[src/rtl/ifetch_queue_if.sv]
// Fetch packet type plus the ICache/decode bus of ifetch_queue.
// NOP encoding may be overridden by defining NOP before this file.
package ifetch_pkg;
  localparam int XLEN = 32;
`ifndef NOP
`define NOP 32'h0000_0013
`endif
  localparam logic [31:0] NOP_INST = `NOP;

  typedef struct packed {
    logic            valid;
    logic [31:0]     inst;
    logic [XLEN-1:0] PC;
    logic [XLEN-1:0] NPC;
  } if_id_packet_t;
endpackage

interface ifetch_queue_if #(
  parameter int FETCH_WIDTH = 2,
  parameter int IBUF_DEPTH  = 8
);
  import ifetch_pkg::*;

  logic [XLEN-1:0]                  proc2Icache_addr;
  logic                             proc2Icache_req;
  logic [63:0]                      Icache2proc_data;
  logic                             Icache2proc_data_valid;
  logic [$clog2(FETCH_WIDTH+1)-1:0] id_take;
  if_id_packet_t [FETCH_WIDTH-1:0]  if_packet;
  logic [$clog2(IBUF_DEPTH+1)-1:0]  ibuf_count;

  modport master (
    output proc2Icache_addr, proc2Icache_req, if_packet, ibuf_count,
    input  Icache2proc_data, Icache2proc_data_valid, id_take
  );

  modport slave (
    input  proc2Icache_addr, proc2Icache_req, if_packet, ibuf_count,
    output Icache2proc_data, Icache2proc_data_valid, id_take
  );
endinterface

[src/rtl/ifetch_queue.sv]
// Fetch stage: PC walker, ICache line unpacker and circular inst queue feeding decode.
// Optional IFETCH_PERF_CNT_EN adds miss-cycle and flush counters.
module ifetch_queue
  import ifetch_pkg::*;
#(
  parameter int              FETCH_WIDTH = 2,
  parameter int              IBUF_DEPTH  = 8,
  parameter int              NUM_REDIR   = 3,
  parameter logic [XLEN-1:0] RESET_PC    = '0
) (
  input  logic                      clock,
  input  logic                      reset,
  input  logic [NUM_REDIR-1:0]      redir_req,
  input  logic [NUM_REDIR*XLEN-1:0] redir_pc,
  input  logic                      fetch_stall,
  ifetch_queue_if.master            bus
`ifdef IFETCH_PERF_CNT_EN
  ,
  output logic [31:0]               perf_miss_cycles,
  output logic [31:0]               perf_flushes
`endif
);
  localparam int PW = $clog2(IBUF_DEPTH);
  localparam int CW = $clog2(IBUF_DEPTH + 1);
  localparam logic [CW-1:0] DEPTH_C = CW'(IBUF_DEPTH);

  typedef enum logic {FETCH, FULL} state_t;

  state_t          state;
  logic [XLEN-1:0] pc;
  logic [PW-1:0]   head, tail;
  logic [CW-1:0]   count;
  logic [31:0]     buf_inst [IBUF_DEPTH];
  logic [XLEN-1:0] buf_pc   [IBUF_DEPTH];

  logic            any_redir, req, do_enq;
  logic [XLEN-1:0] redir_target, line_pc;
  logic [CW-1:0]   line_n, free, taken, count_drained, count_after;

  // Free space uses the start-of-cycle count, so a same-cycle dequeue gives no credit.
  always_comb begin
    any_redir    = |redir_req;
    redir_target = redir_pc[XLEN-1:0];
    for (int i = NUM_REDIR - 1; i >= 0; i--) begin
      if (redir_req[i]) redir_target = redir_pc[i*XLEN +: XLEN];
    end
    line_pc       = {pc[XLEN-1:3], 3'b000};
    line_n        = pc[2] ? CW'(1) : CW'(2);
    free          = DEPTH_C - count;
    taken         = (int'(bus.id_take) < int'(count)) ? CW'(bus.id_take) : count;
    count_drained = count - taken;
    req           = (state == FETCH) && !fetch_stall;
    do_enq        = req && bus.Icache2proc_data_valid && !any_redir && (free >= line_n);
    count_after   = count_drained + (do_enq ? line_n : CW'(0));
  end

  always_comb begin
    bus.proc2Icache_addr = line_pc;
    bus.proc2Icache_req  = req;
    bus.ibuf_count       = count;
    for (int i = 0; i < FETCH_WIDTH; i++) begin
      bus.if_packet[i] = '{valid: 1'b0, inst: NOP_INST, PC: '0, NPC: '0};
      if ((i < int'(count)) && !any_redir) begin
        bus.if_packet[i] = '{valid: 1'b1,
                             inst:  buf_inst[head + PW'(i)],
                             PC:    buf_pc[head + PW'(i)],
                             NPC:   buf_pc[head + PW'(i)] + XLEN'(4)};
      end
    end
  end

  // A redirect flushes the queue and discards any line arriving in the same cycle.
  always_ff @(posedge clock) begin
    if (reset) begin
      state <= FETCH;
      pc    <= RESET_PC;
      head  <= '0;
      tail  <= '0;
      count <= '0;
    end else if (any_redir) begin
      state <= FETCH;
      pc    <= redir_target;
      head  <= '0;
      tail  <= '0;
      count <= '0;
    end else begin
      head  <= head + PW'(taken);
      count <= count_after;
      if (do_enq) begin
        if (pc[2]) begin
          buf_inst[tail] <= bus.Icache2proc_data[63:32];
          buf_pc[tail]   <= pc;
        end else begin
          buf_inst[tail]          <= bus.Icache2proc_data[31:0];
          buf_pc[tail]            <= pc;
          buf_inst[tail + PW'(1)] <= bus.Icache2proc_data[63:32];
          buf_pc[tail + PW'(1)]   <= pc + XLEN'(4);
        end
        tail <= tail + PW'(line_n);
        pc   <= pc + (pc[2] ? XLEN'(4) : XLEN'(8));
      end
      if (state == FETCH) begin
        if (do_enq && ((DEPTH_C - count_after) < CW'(2))) state <= FULL;
      end else if ((DEPTH_C - count_drained) >= CW'(2)) begin
        state <= FETCH;
      end
    end
  end

`ifdef IFETCH_PERF_CNT_EN
  // Saturating counters; reset wins over everything.
  always_ff @(posedge clock) begin
    if (reset) begin
      perf_miss_cycles <= '0;
      perf_flushes     <= '0;
    end else begin
      if (req && !bus.Icache2proc_data_valid && (perf_miss_cycles != 32'hFFFF_FFFF))
        perf_miss_cycles <= perf_miss_cycles + 32'd1;
      if (any_redir && (perf_flushes != 32'hFFFF_FFFF))
        perf_flushes <= perf_flushes + 32'd1;
    end
  end
`endif
endmodule

[src/flat_wrapper.sv]
// flat-port wrapper written by rule: the top's interface ports become plain ports
module ifetch_queue_flat import ifetch_pkg::*;
#(
  parameter int              FETCH_WIDTH = 2,
  parameter int              IBUF_DEPTH  = 8,
  parameter int              NUM_REDIR   = 3,
  parameter logic [XLEN-1:0] RESET_PC    = '0
)
  (clock, reset, redir_req, redir_pc, fetch_stall, bus_proc2Icache_addr, bus_proc2Icache_req, bus_if_packet, bus_ibuf_count, bus_Icache2proc_data, bus_Icache2proc_data_valid, bus_id_take);
  ifetch_queue_if #(.FETCH_WIDTH(FETCH_WIDTH), .IBUF_DEPTH(IBUF_DEPTH)) bus_i ();
  input  logic clock;
  input  logic reset;
  input  logic [NUM_REDIR-1:0] redir_req;
  input  logic [NUM_REDIR*XLEN-1:0] redir_pc;
  input  logic fetch_stall;
  output wire logic [$bits(bus_i.proc2Icache_addr)-1:0] bus_proc2Icache_addr;
  output wire logic [$bits(bus_i.proc2Icache_req)-1:0] bus_proc2Icache_req;
  output wire logic [$bits(bus_i.if_packet)-1:0] bus_if_packet;
  output wire logic [$bits(bus_i.ibuf_count)-1:0] bus_ibuf_count;
  input wire logic [$bits(bus_i.Icache2proc_data)-1:0] bus_Icache2proc_data;
  input wire logic [$bits(bus_i.Icache2proc_data_valid)-1:0] bus_Icache2proc_data_valid;
  input wire logic [$bits(bus_i.id_take)-1:0] bus_id_take;
  assign bus_proc2Icache_addr = bus_i.proc2Icache_addr;
  assign bus_proc2Icache_req = bus_i.proc2Icache_req;
  assign bus_if_packet = bus_i.if_packet;
  assign bus_ibuf_count = bus_i.ibuf_count;
  assign bus_i.Icache2proc_data = bus_Icache2proc_data;
  assign bus_i.Icache2proc_data_valid = bus_Icache2proc_data_valid;
  assign bus_i.id_take = bus_id_take;
  ifetch_queue #(.FETCH_WIDTH(FETCH_WIDTH), .IBUF_DEPTH(IBUF_DEPTH), .NUM_REDIR(NUM_REDIR), .RESET_PC(RESET_PC)) u_core (.clock(clock), .reset(reset), .redir_req(redir_req), .redir_pc(redir_pc), .fetch_stall(fetch_stall), .bus(bus_i));
endmodule
[config.mk]
export PLATFORM = sky130hd
export DESIGN_NAME = ifetch_queue_flat
export DESIGN_NICKNAME = d
export VERILOG_FILES = /design/src/rtl/ifetch_queue_if.sv /design/src/rtl/ifetch_queue.sv /design/src/flat_wrapper.sv
export SDC_FILE = /design/constraint.sdc
export NUM_CORES = 1
export LEC_CHECK = 0
export ABC_AREA = 1
export BUFFER_PORTS_ARGS = -buffer_cell sky130_fd_sc_hd__buf_2
export CORE_MARGIN = 2
export CORE_UTILIZATION = 40
export CTS_CLUSTER_SIZE = 25
export DETAILED_ROUTE_END_ITERATION = 10
export GPL_TIMING_DRIVEN = 0
export SLEW_MARGIN = 20
export SYNTH_ARGS = -nofsm -noshare
export SYNTH_HDL_FRONTEND = slang
export SYNTH_SLANG_ARGS = --single-unit
export TNS_END_PERCENT = 30
[constraint.sdc]
create_clock -name clock -period 9.5 [get_ports clock]
set_input_delay 0 -clock clock [delete_from_list [all_inputs] [get_ports clock]]
set_output_delay 0 -clock clock [all_outputs]
set_load 0.05 [all_outputs]
# Word level (Yosys, flattened, before mapping)
# Memories as Yosys holds them, arrays and structs flattened. A register that Yosys moved wholly into a read port is not among the register bits.
# Cells that the tools add are included.
# classes
add_sub_neg	13
order_cmp	6
n_mux	28
bitwise_logic	3
reduce_logical	12
# op_table
op	n
$mux W32	7
$mux W97	2
$add A32 B3 Y32 const B	3
$add A32 B32 Y32	1
$mux W1	13
$mux W4	3
$sub A4 B4 Y4 const A	3
$lt A1 B4 Y1 const A	2
$logic_and A1 B1 Y1	7
$add A3 B1 Y3 const B	2
$add A3 B3 Y3	2
$mux W3	2
$add A4 B4 Y4	1
$ge A4 B2 Y1 const B	1
$ge A4 B4 Y1	1
$lt A2 B4 Y1	1
$lt A4 B2 Y1 const B	1
$reduce_or A4 Y1	1
$sub A4 B4 Y4	1
$reduce_or A3 Y1	1
$logic_not A1 Y1	2
$mux W2	1
$or A1 B1 Y1	2
$reduce_bool A2 Y1	1
$not A1 Y1	1
# totals
reg_bits	43
mem_bits_rw	512
input_bits	169
output_inout_bits	231
word_cells	69
mem_count	2
# mem_list
memory	words	word_bits	rd	rd_ports_with_merged_regs	write_ports	line_no	source
u_core.buf_inst	8	32	2	1	2	ifetch_queue.sv:33	logic [31:0] buf_inst [IBUF_DEPTH];
u_core.buf_pc	8	32	2	1	2	ifetch_queue.sv:34	logic [XLEN-1:0] buf_pc [IBUF_DEPTH];

# Logic depth before layout (Yosys ltp)
# Gate-level depths: netlist (run 1).
# logic_depth
ltp_word	12
depth_mapped	18
ltp_nobuf	17

# Worst setup path before layout (run 1)
# No wires, ideal clock.
# synth_timing
path_kind	register -> register
startpoint	register u_core.count[1] (netlist: u_core.bus.ibuf_count[1])
endpoint	memory u_core.buf_inst[6][0], enable pin
setup_ns	0.574
t_arrival_ns	6.606
required_ns	8.926
path_slack_ns	2.319
path_stages_with_launch	12
path_buffers	0
synth_period_minus_slack_ns	7.181
cell_sequence	dfxtp_1 inv_1 ha_1 ha_1 o21ai_0 nand3_1 nand2_2 nor2_2 inv_1 nor2_1 nand2_1 o21ai_0
# synth_lines
item	line_no	source
start: declaration	ifetch_queue.sv:32	logic [CW-1:0] count;
start signal: assignment	ifetch_queue.sv:88	count <= count_after;
end: declaration	ifetch_queue.sv:33	

==> impl_results.md, run 1 <==
- Most frequent CP cell: buf_2
- Status: completed
- DRT antenna net count: 0
- Syn. warnings: 0
- Reg2reg start: u_core.tail[0]
- Initial cell density of the core: 40.52%
- Post-route clock skew: 0.05809 ns
- Asr flop ratio synth: 0%
- Fin. Hold Viols: 0
- Pwr Density: 130.1 nW/um^2
- Hold endpoint: u_core.pc[8]
- Crit path max-delay family: buffers and inverters
- Multi-input gate area: 17380 um^2
- Post-Route WL: 178.6 mm
- Leak: 19.56 nW
- Vias in the first global route: 37960
- Max-slew violations: 0
- R2r setup slk: 5.33 ns
- Initial antenna violation count: 14
- Maximum vdd drop: 0.0001572 V
- CP Capture Type: output pin
- Gr usage total: 36.22%
- First-pass GRT wire length: 253.5 mm
- Clock period minus final worst setup slack: 4.812 ns
- Seq/Total Area, Yosys: 43.58%
- CP Data Required Time: 9.50 ns
- Cell Chain, Critical Path: buf_4, buf_2, buf_2, buf_1, clkbuf_1, o211ai_1, a31oi_1, buf_4, buf_2
- Clock transition at path regs: 0.06 ns
- CP startpoint kind: register
- Clock Latency Late Sink: 0.70 ns
- CTS Hold Bufs: 164
- Worst Hold Class: in -> reg
- Slew @ Worst Pin: 1.097 ns
- Main synth FF type: edfxtp_1
- # fillers: 9286
- Wire per inst: 24.91 um
- Cell area after synthesis: 37260 um^2
- # Post-CTS Setup Buffers: 0
- Residual DRC: 0
- Syn Inst Count: 5245
- Power, Total: 5.914 mW
- Total number of vias: 41690
- CTS tree: built
- Final setup viols: 0
- Worst setup margin: 4.688 ns
- Slew headroom: 26.60%
- Clock tree buffer depth: 3
- Core ar.: 91940 um^2
- Port Buffers: 362
- Setup TNS: 0 ns
- Critical path arrival: 4.81 ns
- Min Hold Slack: 0.005874 ns
- Via density: 5.813
- Row count: 111
- Drt pass-1 iters: 9
- Hold-critical path depth: 2
- Most frequent cells in the layout: nand2_1, nand3_1, edfxtp_1
- Root Driver: clkbuf_16
- Dpl ws: 5.364 ns
- Worst-case reg-to-reg path depth: 10
- CP max stage delay: 0.70 ns
- CTS resizes: 0
- WS Path Type: reg -> out
- Hold_sp: reset
- Final core occ: 49.44%
- Die area: 95600 um^2
- Synth cell types: 47
- Fin crit share: 50.65%
- Syn_area_per_cell: 7.103 um^2
- Die X: 309.2 um
- Share of cells above drive strength 1: 12.74%
- Grt ovf: 0
- Achievable Freq: 0.2078 GHz
- CP Max Fanout: 10
- Sink Count: 555
- Flop and latch count out of synthesis: 555
- Area growth syn-to-layout: 22.00%
- Gpl congestion: 0.9703
- Die height: 309.2 um
- Number of buffers created by CTS: 61
- RSZ-0062 raised after global routing: false
- Worst r2r dst: u_core.buf_pc[4][25]
- IO Count: 400
- H-tree levels: 2
- Post-synth EDFFs: 512
- Max_cap viols: 0
- Register Area: 16240 um^2
- Nets@finish: 6069
- Crit path buffers/inverters: 7
- Largest net degree at the start of global routing: 20
- HPWL after DPL: 129.4 mm
- CP max-delay cell: clkbuf_1
- Most common cell after layout, fill and taps aside: nand2_1
- Initial DRC count: 6588
## logic make-up after synthesis
logic type | after synthesis | share of synthesized area (%)
flip-flops | 555 | 43.58
adder cells (fa/ha/maj) | 23 | 0.8530
XOR/XNOR | 30 | 0.7053
AND/OR/NAND/NOR | 2813 | 31.25
other | 1 | 0.01007
AO/OA/AOI/OAI | 948 | 13.54
buffers and inverters | 875 | 10.07
## stage by stage
stage | std cells | instance area [um^2]
2_1_floorplan | 5247 | 37260
3_3_place_gp | 6852 | 40630
3_5_place_dp | 6893 | 41810
4_1_cts | 7169 | 45440
5_1_grt | 7169 | 45440
6_report | 7172 | 45450
## worst max-delay path by stage
stage | startpoint | end | slack [ns] | cells after the start
6_report | u_core.head[1] | bus_if_packet[32] | 4.69 | 9
5_1_grt | u_core.head[1] | bus_if_packet[32] | 4.71 | 9
4_1_cts | u_core.head[0] | bus_if_packet[129] | 4.96 | 11
3_5_place_dp | u_core.tail[0] | u_core.buf_inst[4][6] | 5.36 | 10
3_3_place_gp | u_core.bus.ibuf_count[1] | u_core.buf_inst[2][5] | -3.73 | 11
2_1_floorplan | u_core.bus.ibuf_count[1] | u_core.buf_inst[6][0] | 2.32 | 11
## cells in the mapped netlist, types with 5 or more instances
cell type,instances,area [um^2]
nand2_1,1735,6513
nand3_1,648,3243
edfxtp_1,512,15370
o21ai_0,487,2437
inv_1,333,1250
nor2_1,333,1250
clkbuf_1,278,1044
a21oi_1,234,1171
buf_2,123,615.6
a31oi_1,76,475.5
buf_4,70,525.5
o21ai_1,62,310.3
buf_1,54,202.7
o211ai_1,45,337.8
dfxtp_1,43,860.8
o22ai_1,25,156.4
nand4_1,24,150.1
xor2_1,23,201.4
ha_1,19,237.7
nand2_2,19,118.9
nor3_1,19,95.09
nor2_2,13,81.33
nor2_4,9,101.4
xnor2_1,7,61.31
buf_6,6,67.56
inv_2,6,22.52
and2_1,5,31.28
o221ai_1,5,43.79
## per-layer routing
metal | up-vias | wire length [um] | track usage (%)
met5 | - | 214 | 0.8089
met4 | 18 | 9904 | 18.34
met3 | 549 | 25380 | 9.640
met2 | 3191 | 75810 | 54.03
met1 | 19300 | 67310 | 48.25
li1 | 18640 | - | -
## sequential cells by signal, summed over array words and instances (netlist names)
| register | flops |
|---|---|
| u_core.buf_inst | 256 |
| u_core.pc | 32 |
| u_core.buf_pc | 256 |
| u_core.head | 3 |
| u_core.tail | 3 |
| u_core.bus.ibuf_count | 4 |
| u_core.state | 1 |
## worst reg2reg max path, delay by kind of cell (launching register included)
family	cells	cell delay (ns)
simple gates	2	0.69
compound gates	1	0.29
buf+inv	7	2.54
flops	1	0.37
## final cells by class
class	count	share of cell area (%)
multi-input cells	3817	38.25
flip-flops and latches	555	35.72
repair buffers	567	9.954
plain buffers	531	5.401
clock buffers	80	3.584
well taps	1243	3.422
inverters	344	2.849
clock inverters	32	0.8066
diodes	3	0.01652
## power breakdown
part | switching (mW) | internal, mW | total (mW)
clock | 1.09 | 1.39 | 2.48
combinational | 0.465 | 0.245 | 0.709
sequential | 0.0280 | 2.70 | 2.72
(Power assumes the default switching activity.)
==> inputs of run 2 (changes only) <==
==> constraint.sdc (replaced) <==
create_clock -name clock -period 4.55 [get_ports clock]
set_input_delay 0 -clock clock [delete_from_list [all_inputs] [get_ports clock]]
set_output_delay 0 -clock clock [all_outputs]
set_load 0.05 [all_outputs]
==> impl_results.md, run 2 (same netlist as run 1, synthesis figures left out) <==
- Setup TNS: -0.1851 ns
- Die X: 309.2 um
- Maximum vdd drop: 0.0003257 V
- First-pass GRT wire length: 252.0 mm
- Status: complete, but fails checks
- Clock period minus final worst setup slack: 4.616 ns
- Dpl ws: 0.5432 ns
- Max-slew violations: 0
- CP max-delay cell: buf_1
- Worst setup margin: -0.06562 ns
- CTS tree: built
- CP max stage delay: 0.69 ns
- H-tree levels: 2
- Slew @ Worst Pin: 1.109 ns
- CP Depth: 9
- CP Data Required Time: 4.55 ns
- Met3 WL: 25.64 mm
- Initial antenna violation count: 8
- Total number of vias: 41960
- Residual DRC: 0
- # fillers: 9230
- Achievable Freq: 0.2167 GHz
- Final setup viols: 6
- Post-route clock skew: 0.04214 ns
- Slew headroom: 26.04%
- Nets@finish: 6062
- Via density: 5.859
- Top Layer Used: met5
- Core ar.: 91940 um^2
- Clock transition at path regs: 0.06 ns
- Most common cell after layout, fill and taps aside: nand2_1
- Initial cell density of the core: 40.52%
- Comb power frac: 11.7%
- Pwr Density: 277.0 nW/um^2
- Multi-input gate area: 17380 um^2
- DRT met1 WL: 66.98 mm
- Gpl congestion: 0.9467
- Die height: 309.2 um
- Sink Count: 555
- Fin crit share: 101.4%
- Critical path arrival: 4.62 ns
- Clock Latency Late Sink: 0.69 ns
- Top Registers: u_core.buf_inst x256, u_core.buf_pc x256, u_core.pc x32
- Worst r2r dst: u_core.buf_inst[3][5]
- CP startpoint kind: register
- CP Max Fanout: 10
- R2r setup slk: 0.49 ns
- WS Path Type: reg -> out
- Crit path buffers/inverters: 7
- Failing checks: negative setup slack
- Register Area: 16240 um^2
- RSZ-0062 raised after global routing: false
- # Post-CTS Setup Buffers: 0
- DRT antenna net count: 0
- Post-Route WL: 178.5 mm
- Final core occ: 49.45%
- NetSw: 3.306 mW
- IO Count: 400
- Share of cells above drive strength 1: 12.78%
- Number of buffers created by CTS: 61
- Cell Chain, Critical Path: buf_4, buf_2, buf_2, buf_1, clkbuf_1, o211ai_1, a31oi_1, buf_4, buf_2
- Vias in the first global route: 38020
- Critical Path Sink: bus_if_packet[32]
- Area growth syn-to-layout: 22.03%
- Power, Total: 12.60 mW
- Die area: 95600 um^2
- Fin. Hold Viols: 0
- Reg2reg start: u_core.bus.ibuf_count[1]
- CP Capture Type: output pin
- Worst Hold Class: in -> reg
- Max_cap viols: 0
- Sequential share of power: 45.1%
- Most frequent cells in the layout: nand2_1, nand3_1, edfxtp_1
- Crit path max-delay family: buffers and inverters
- Leak: 19.59 nW
- Gr usage total: 36.08%
- Root Driver: clkbuf_16
- Port Buffers: 362
- Row count: 111
- HPWL after DPL: 129.1 mm
- Int Pwr: 9.289 mW
- Most frequent CP cell: buf_2
- Largest net degree at the start of global routing: 18
- Metal2 WL: 76.09 mm
- Initial DRC count: 6713
- Drt pass-1 iters: 7
- Wire per inst: 24.92 um
- Clock tree buffer depth: 3
- Clock power frac: 43.1%
- Critical Path Start: u_core.head[1]
- Switch share: 26.25%
- Grt ovf: 0
- Worst-case reg-to-reg path depth: 16
==> run 2: repair_timing <==
action | 4_1_cts | 5_1_grt
hold buffers | 159 | 0
gates resized for setup | 0 | 8
setup endpoints to repair | 0 | 17
endpoints found under the hold margin | 292 | 0
==> run 2: power by group through the flow <==
stage	sequential [mW]	combinational [mW]	clock [mW]
after global placement	5.80	1.28	0
after CTS	5.68	1.43	5.40
after global routing	5.69	1.59	5.56
after floorplan	5.77	0.868	0
after detailed placement	5.79	1.31	0
final	5.69	1.48	5.43
==> run 2: worst reg2reg max path: cells and delay by family, from the launching register on <==
kind | cells | cell delay, ns
AOI/OAI and AO/OA | 2 | 0.37
buffers and inverters | 6 | 1.34
DFF | 1 | 0.40
and+or+nand+nor | 6 | 1.09
adders and majority gates | 2 | 0.57
==> run 2: area by class of cell <==
cell class	instances	area share (%)
buffer	531	5.425
sequential	555	35.71
clock buffer	76	3.594
multi-input combinational	3817	38.24
inverter	344	2.848
tap	1243	3.421
antenna	3	0.01651
timing repair buffer	560	9.721
clock inverter	33	1.027
==> run 2: per-layer routing <==
layer  GRT usage [%]  up-vias
met2           54.58     3297
met3           9.468      587
met4           17.11       12
met5               0        -
li1                -    18630
met1           48.04    19440
==> run 2: metrics by stage <==
stage	cells	area (um^2)	hold slack (ns)
2_1_floorplan	5247	37260	0.1631
3_3_place_gp	6852	40630	0.2837
3_5_place_dp	6891	41750	0.2839
4_1_cts	7159	45440	0.003767
5_1_grt	7159	45450	0.02907
6_report	7162	45460	0.01131
==> run 2: how the worst min path moves through the flow <==
| stage | cells after the start | endpoint | start |
|---|---|---|---|
| 2_1_floorplan | 2 | u_core.pc[15] | redir_pc[15] |
| 3_3_place_gp | 3 | u_core.pc[11] | redir_pc[11] |
| 3_5_place_dp | 3 | u_core.pc[11] | redir_pc[11] |
| 4_1_cts | 5 | u_core.buf_inst[1][1] | bus_Icache2proc_data[1] |
| 5_1_grt | 5 | u_core.buf_inst[1][1] | bus_Icache2proc_data[1] |
| 6_report | 5 | u_core.pc[19] | redir_pc[51] |
